**src/rtl/fetch_pkg.sv**
```systemverilog
// rtl/fetch_pkg.sv - shared types and default constants for the instruction fetch stage
//
// Purpose : sequencer state encoding and default widths/reset PC/increment
//           used by pc_fetch_stage and pc_incrementer.
// Ports   : none (package).
package fetch_pkg;

  typedef enum logic [1:0] {
    IDLE = 2'd0,
    REQ  = 2'd1,
    HOLD = 2'd2
  } fetch_state_t;

  localparam int          DEFAULT_ADDR_W   = 64;
  localparam int          DEFAULT_INSTR_W  = 32;
  localparam logic [63:0] DEFAULT_RESET_PC = 64'h0;
  localparam int          DEFAULT_PC_INC   = 4;

endpackage

```
**src/rtl/pc_incrementer.sv**
```systemverilog
// rtl/pc_incrementer.sv - sequential next-PC adder (pc + PC_INC, wraps modulo 2^ADDR_W)
//
// Purpose : the single adder of the fetch stage; its result is both the next
//           sequential PC and the PCPlus4 value of the instruction being latched.
// Ports   : pc      in  ADDR_W  current program counter
//           pc_next out ADDR_W  pc + PC_INC, carry out discarded
module pc_incrementer
  import fetch_pkg::*;
#(
  parameter int ADDR_W = DEFAULT_ADDR_W,
  parameter int PC_INC = DEFAULT_PC_INC
) (
  input  logic [ADDR_W-1:0] pc,
  output logic [ADDR_W-1:0] pc_next
);

  assign pc_next = pc + ADDR_W'(PC_INC);

endmodule

```
**src/rtl/pc_fetch_stage.sv**
```systemverilog
// rtl/pc_fetch_stage.sv - program counter and instruction fetch sequencer
//
// Purpose : holds the PC, selects sequential or branch next PC, runs the
//           req/ack handshake with instruction memory and presents
//           {PCOut, InstrOut} to decode with InstrValid.
// Ports   : Clock, Reset (async, active high)
//           Branch, BranchTarget   redirect request and address
//           Stall                  decode not ready, hold presented instruction
//           imem_req, imem_addr    fetch request / address (stable until ack)
//           imem_ack, imem_rdata   fetch response
//           PCOut, PCPlus4, InstrOut, InstrValid  presented instruction
// Config  : FETCH_BUFFER_EN adds a one-entry skid buffer so fetching continues
//           while stalled; without it fetch halts in HOLD during Stall.
module pc_fetch_stage
  import fetch_pkg::*;
#(
  parameter int                ADDR_W   = DEFAULT_ADDR_W,
  parameter int                INSTR_W  = DEFAULT_INSTR_W,
  parameter logic [ADDR_W-1:0] RESET_PC = ADDR_W'(DEFAULT_RESET_PC),
  parameter int                PC_INC   = DEFAULT_PC_INC
) (
  input  logic               Clock,
  input  logic               Reset,
  input  logic               Branch,
  input  logic [ADDR_W-1:0]  BranchTarget,
  input  logic               Stall,
  output logic               imem_req,
  output logic [ADDR_W-1:0]  imem_addr,
  input  logic               imem_ack,
  input  logic [INSTR_W-1:0] imem_rdata,
  output logic [ADDR_W-1:0]  PCOut,
  output logic [ADDR_W-1:0]  PCPlus4,
  output logic [INSTR_W-1:0] InstrOut,
  output logic               InstrValid
);

  fetch_state_t      state;
  logic [ADDR_W-1:0] pc;
  logic [ADDR_W-1:0] pc_inc;
  logic [ADDR_W-1:0] addr_q;
  logic              squash;
  logic              ack_hit;
  logic              outstanding;

  pc_incrementer #(
    .ADDR_W (ADDR_W),
    .PC_INC (PC_INC)
  ) u_pc_incrementer (
    .pc      (pc),
    .pc_next (pc_inc)
  );

`ifdef FETCH_BUFFER_EN
  logic               buf_valid;
  logic [ADDR_W-1:0]  buf_pc;
  logic [ADDR_W-1:0]  buf_pc_plus;
  logic [INSTR_W-1:0] buf_instr;

  // While stalled in HOLD keep fetching until the skid entry is occupied.
  assign imem_req = (state == REQ) || ((state == HOLD) && !buf_valid);
`else
  assign imem_req = (state == REQ);
`endif

  // addr_q is separate from pc so a redirect can move pc while the old
  // request is still waiting for its ack.
  assign imem_addr   = addr_q;
  assign ack_hit     = imem_req && imem_ack;
  assign outstanding = imem_req && !imem_ack;

  always_ff @(posedge Clock or posedge Reset) begin
    if (Reset) begin
      state      <= IDLE;
      pc         <= RESET_PC;
      addr_q     <= RESET_PC;
      squash     <= 1'b0;
      PCOut      <= RESET_PC;
      PCPlus4    <= RESET_PC + ADDR_W'(PC_INC);
      InstrOut   <= '0;
      InstrValid <= 1'b0;
`ifdef FETCH_BUFFER_EN
      buf_valid   <= 1'b0;
      buf_pc      <= '0;
      buf_pc_plus <= '0;
      buf_instr   <= '0;
`endif
    end else if (Branch) begin
      // Redirect wins over Stall and ack. An unanswered request must still
      // complete at its original address; its data is dropped via squash.
      pc         <= BranchTarget;
      InstrValid <= 1'b0;
      state      <= REQ;
      if (outstanding) begin
        squash <= 1'b1;
      end else begin
        squash <= 1'b0;
        addr_q <= BranchTarget;
      end
`ifdef FETCH_BUFFER_EN
      buf_valid <= 1'b0;
`endif
    end else begin
      case (state)
        IDLE: begin
          state <= REQ;
        end
        REQ: begin
          if (ack_hit) begin
            if (squash) begin
              // Stale response for a pre-branch address; now fetch the target.
              squash <= 1'b0;
              addr_q <= pc;
            end else begin
              PCOut      <= pc;
              PCPlus4    <= pc_inc;
              InstrOut   <= imem_rdata;
              InstrValid <= 1'b1;
              pc         <= pc_inc;
              addr_q     <= pc_inc;
              if (Stall) begin
                state <= HOLD;
              end
            end
          end else begin
            InstrValid <= 1'b0;
          end
        end
        HOLD: begin
`ifdef FETCH_BUFFER_EN
          if (!Stall) begin
            state <= REQ;
            if (buf_valid) begin
              PCOut      <= buf_pc;
              PCPlus4    <= buf_pc_plus;
              InstrOut   <= buf_instr;
              InstrValid <= 1'b1;
              buf_valid  <= 1'b0;
            end else if (ack_hit) begin
              PCOut      <= pc;
              PCPlus4    <= pc_inc;
              InstrOut   <= imem_rdata;
              InstrValid <= 1'b1;
              pc         <= pc_inc;
              addr_q     <= pc_inc;
            end else begin
              InstrValid <= 1'b0;
            end
          end else if (ack_hit) begin
            buf_pc      <= pc;
            buf_pc_plus <= pc_inc;
            buf_instr   <= imem_rdata;
            buf_valid   <= 1'b1;
            pc          <= pc_inc;
            addr_q      <= pc_inc;
          end
`else
          if (!Stall) begin
            InstrValid <= 1'b0;
            state      <= REQ;
          end
`endif
        end
        default: begin
          state <= IDLE;
        end
      endcase
    end
  end

endmodule
```
**config.mk**
```make
export PLATFORM = sky130hd
export DESIGN_NAME = pc_fetch_stage
export DESIGN_NICKNAME = d
export VERILOG_FILES = /design/src/rtl/fetch_pkg.sv /design/src/rtl/pc_incrementer.sv /design/src/rtl/pc_fetch_stage.sv
export SDC_FILE = /design/constraint.sdc
export NUM_CORES = 1
export LEC_CHECK = 0
export CAP_MARGIN = 0
export CORE_UTILIZATION = 40
export DETAILED_ROUTE_END_ITERATION = 8
export DONT_BUFFER_PORTS = 1
export PLACE_DENSITY_LB_ADDON = 0.1
export RECOVER_POWER = 100
export SKIP_CTS_REPAIR_TIMING = 1
export SYNTH_ARGS = -nofsm -noshare
export SYNTH_HDL_FRONTEND = slang
export SYNTH_HIERARCHICAL = 1
export SYNTH_SLANG_ARGS = --single-unit
```
**constraint.sdc**
```tcl
create_clock -name Clock -period 27.5 [get_ports Clock]
set_clock_uncertainty 0.05 [all_clocks]
set_input_delay 5.5 -clock Clock [delete_from_list [all_inputs] [get_ports Clock]]
set_output_delay 5.5 -clock Clock [all_outputs]
set_load 0.05 [all_outputs]
```
==> impl_results.md <==
* Status: finished with violations
* Failing checks: capacitance limit, slew limit
* Clk root buf: clkbuf_16
* Slew of the pin with the lowest slew margin at just under 6 ns
* # rows at 70
* Drt total wl at 42100 µm
* Overflow after GRT at 0
* CTS tree: done
* Die H at ~200 µm
* Pin count of the biggest net entering global routing at between 150 and 200
* Leading area contributor after synthesis: dfrtp_1
* Tmin final at 12.17 ns
* Reg-to-Reg End: PCOut[48]
* Most common cell on crit path: clkbuf_1
* MaxCap Viol Count at 8
* Slew headroom at -2.92
* Post-Syn Nets at 1296
* Cell breakdown of the critical path: and4bb_1 > and2_0 > clkbuf_1 > clkbuf_1 > mux2_1
* DRT iter0 DRCs at 534
* TritonCTS Buffers at 36
* Slowest cell delay on critical path at between 2 and 2.5 ns
* Final Hold Violating Endpoints at 0
* Reg2reg setup slack at 19.40 ns
* Setup WS post-layout at ~15 ns
* Post-placement cell area at approximately 15000 µm²
* Worst-path fanout max at 52
* Post-Layout Cell Count at 1650
* Crit Path Category: input port to flop
* Final ANT Viol Nets at 0
* Worst path arrival time at about 13 ns
* Top cell type's share of synthesized area at 0.486
* CP max stage cell: and2_0
* Most common cell in the netlist: dfrtp_1
* Vias per cell at 5.77
* CP Capture Type: flop
* Input/output buffers at 0
* Clock transition at path regs at roughly 0.06 ns
* Post-synth ARST share at 1.00
* Drt pass-1 iters at 5
* Cells after Synth at about 1200
* Sequential element share of the synthesized area at 0.488
* Final Cycle Share at 0.443
* Vias in the first global route at around 9900
* Number of synthesized flops with an enable pin at 0
* IR drop worst, VDD at ~0.048 mV
* Hold Crit Endpoint: PCOut[0]
* Main area contributors after synthesis: dfrtp_1, mux2_4, mux2i_1
* Post-Place Cells at roughly 1600
* H-tree depth at 2
* Register-to-Register Path Depth at 5
* Max Clock Freq at slightly above 80 MHz
* Area of the die at approximately 38000 µm²
* Clock sink count at between 200 and 300
* Io pins at approximately 330
* Pwr per Cell Area at between 100 and 150 nW/µm²
* Hold Path Stages at 1
* Share of cells above drive strength 1 at 0.0669
* Worst Hold Launch: pc[0]
* Initial core utilization at 0.408
* Top_reg_cell synth: dfrtp_1
* Clock Latency Late Sink at 0.53 ns
* Static leakage at between 0.006 and 0.007 µW
* Detailed Place HPWL at roughly 27000 µm
* Pre-CTS setup slack at approximately 19 ns
* Yosys cell types at 49
* Area Overhead vs Synth at 5.09%
* RSZ-0062 raised after global routing: no
* Top post-synthesis cells by count: dfrtp_1, mux2_4, nand2_1, mux2i_1, nor2_1
* Final Slew Violations at 451
* Drc violations at 0
* Class of the worst hold path: flop to flop
* Final Cell Area at 15700 µm²
* Critical Path RT at roughly 28 ns
* First-pass GRT wire length at around 65000 µm
* Vias at about 9500
* Critical Path Start Type: input port
* Final nets at roughly 1300
* Initial antenna violation count at 3
* CTS Buffer Depth at 3
* Setup_tns at 0 ns
* Worst r2r src: squash
* Yosys Warn Count at 6
* FF+latch count, synth at between 200 and 300
* Syn_area_per_cell at 12.5 µm²
* Core area at approximately 37000 µm²
* Total track usage at 0.222
* Mapped Area at 15000 µm²
* Routability cong. at about 0.75
* Die W at slightly below 200 µm
* Setup Viol. Count Final at 0
* Wire per inst at ~26 µm
## worst max-delay path: cells and delay by family
| kind | cells | cell delay (ns) |
|---|---|---|
| AND/OR/NAND/NOR | 2 | 2.36 |
| buffers and inverters | 2 | 4.17 |
| multiplexers | 1 | 0.41 |
## registers in the layout, indices dropped and copies added (netlist names)
signal	flops
PCOut	64
PCPlus4	64
imem_addr	64
pc	64
InstrOut	32
state	2
InstrValid	1
squash	1
## layout by cell type (no fill, tap or decap), types with 11 or more instances in the layout
cell type  count
dfrtp_1      290
nand2_1      109
a32oi_1       42
clkbuf_16     37
o21ai_0       43
nor3_1        11
nand3_1       28
mux2_1       197
nand4_1       20
inv_1         11
nor3b_1       24
a22oi_1       22
nor2_1        49
mux2i_1       65
xnor2_1       32
xor2_1        28
a221o_1       22
o221a_1       22
o211ai_1      42
clkbuf_1      16
## per-stage QoR
stage / hold WS [ns] / utilization / total power [µW]
final: 0.525 / 0.429 / 1730
after floorplan: 0.453 / - / 1240
after detailed placement: 0.530 / 0.413 / 1320
after CTS: 0.537 / 0.446 / 1830
after global placement: 0.517 / 0.413 / 1320
after global routing: 0.559 / 0.429 / 1810
## cells by family (layout without fill, tap and decap cells)
group	after synthesis	in the layout	synth area share
AOI/OAI and AO/OA	197	197	0.104
xor gates and xnor gates	60	60	0.0351
adders and majority gates	1	1	0.000836
buffers and inverters	103	90	0.0418
DFF	292	292	0.488
muxes	267	267	0.235
other	0	1	0
and+or+nand+nor	274	274	0.0953
## worst max path at each step
stage | to | from | cells past startpoint | slack, ns
after floorplan | InstrOut[0] | Reset | 1 | 13.89
after global placement | PCOut[34] | imem_ack | 5 | 18.86
after detailed placement | PCOut[33] | imem_ack | 5 | 18.84
after CTS | PCOut[33] | imem_ack | 5 | 19.42
after global routing | PCOut[48] | imem_ack | 5 | 14.75
final | PCOut[48] | imem_ack | 5 | 15.33
## power breakdown
part	total, µW	internal, µW	switching [µW]
Sequential	1030	537	494
Clock	496	310	187
Combinational	203	103	99.7
Total	1730	950	781
## final cells by class
cell class              instances  area, µm²
inverters                      13       50.0
clock buffers                  51       1040
multi-input cells             799       6460
flip-flops and latches        292       7310
diodes                          1       2.50
well taps                     468        586
repair buffers                 15       95.1
fillers                      3458      21000
clock inverters                11        186
## routing by layer
metal	global-route usage	up-vias	share of wire	routed length [µm]
met1	0.296	4834	0.43	18300
met3	0.0698	65	0.078	3300
met4	0.0770	2	0.023	981
li1	-	4349	-	-
met5	0	-	0.00031	13
met2	0.339	274	0.46	19500
Note: power is estimated with default switching activity, not from simulation.
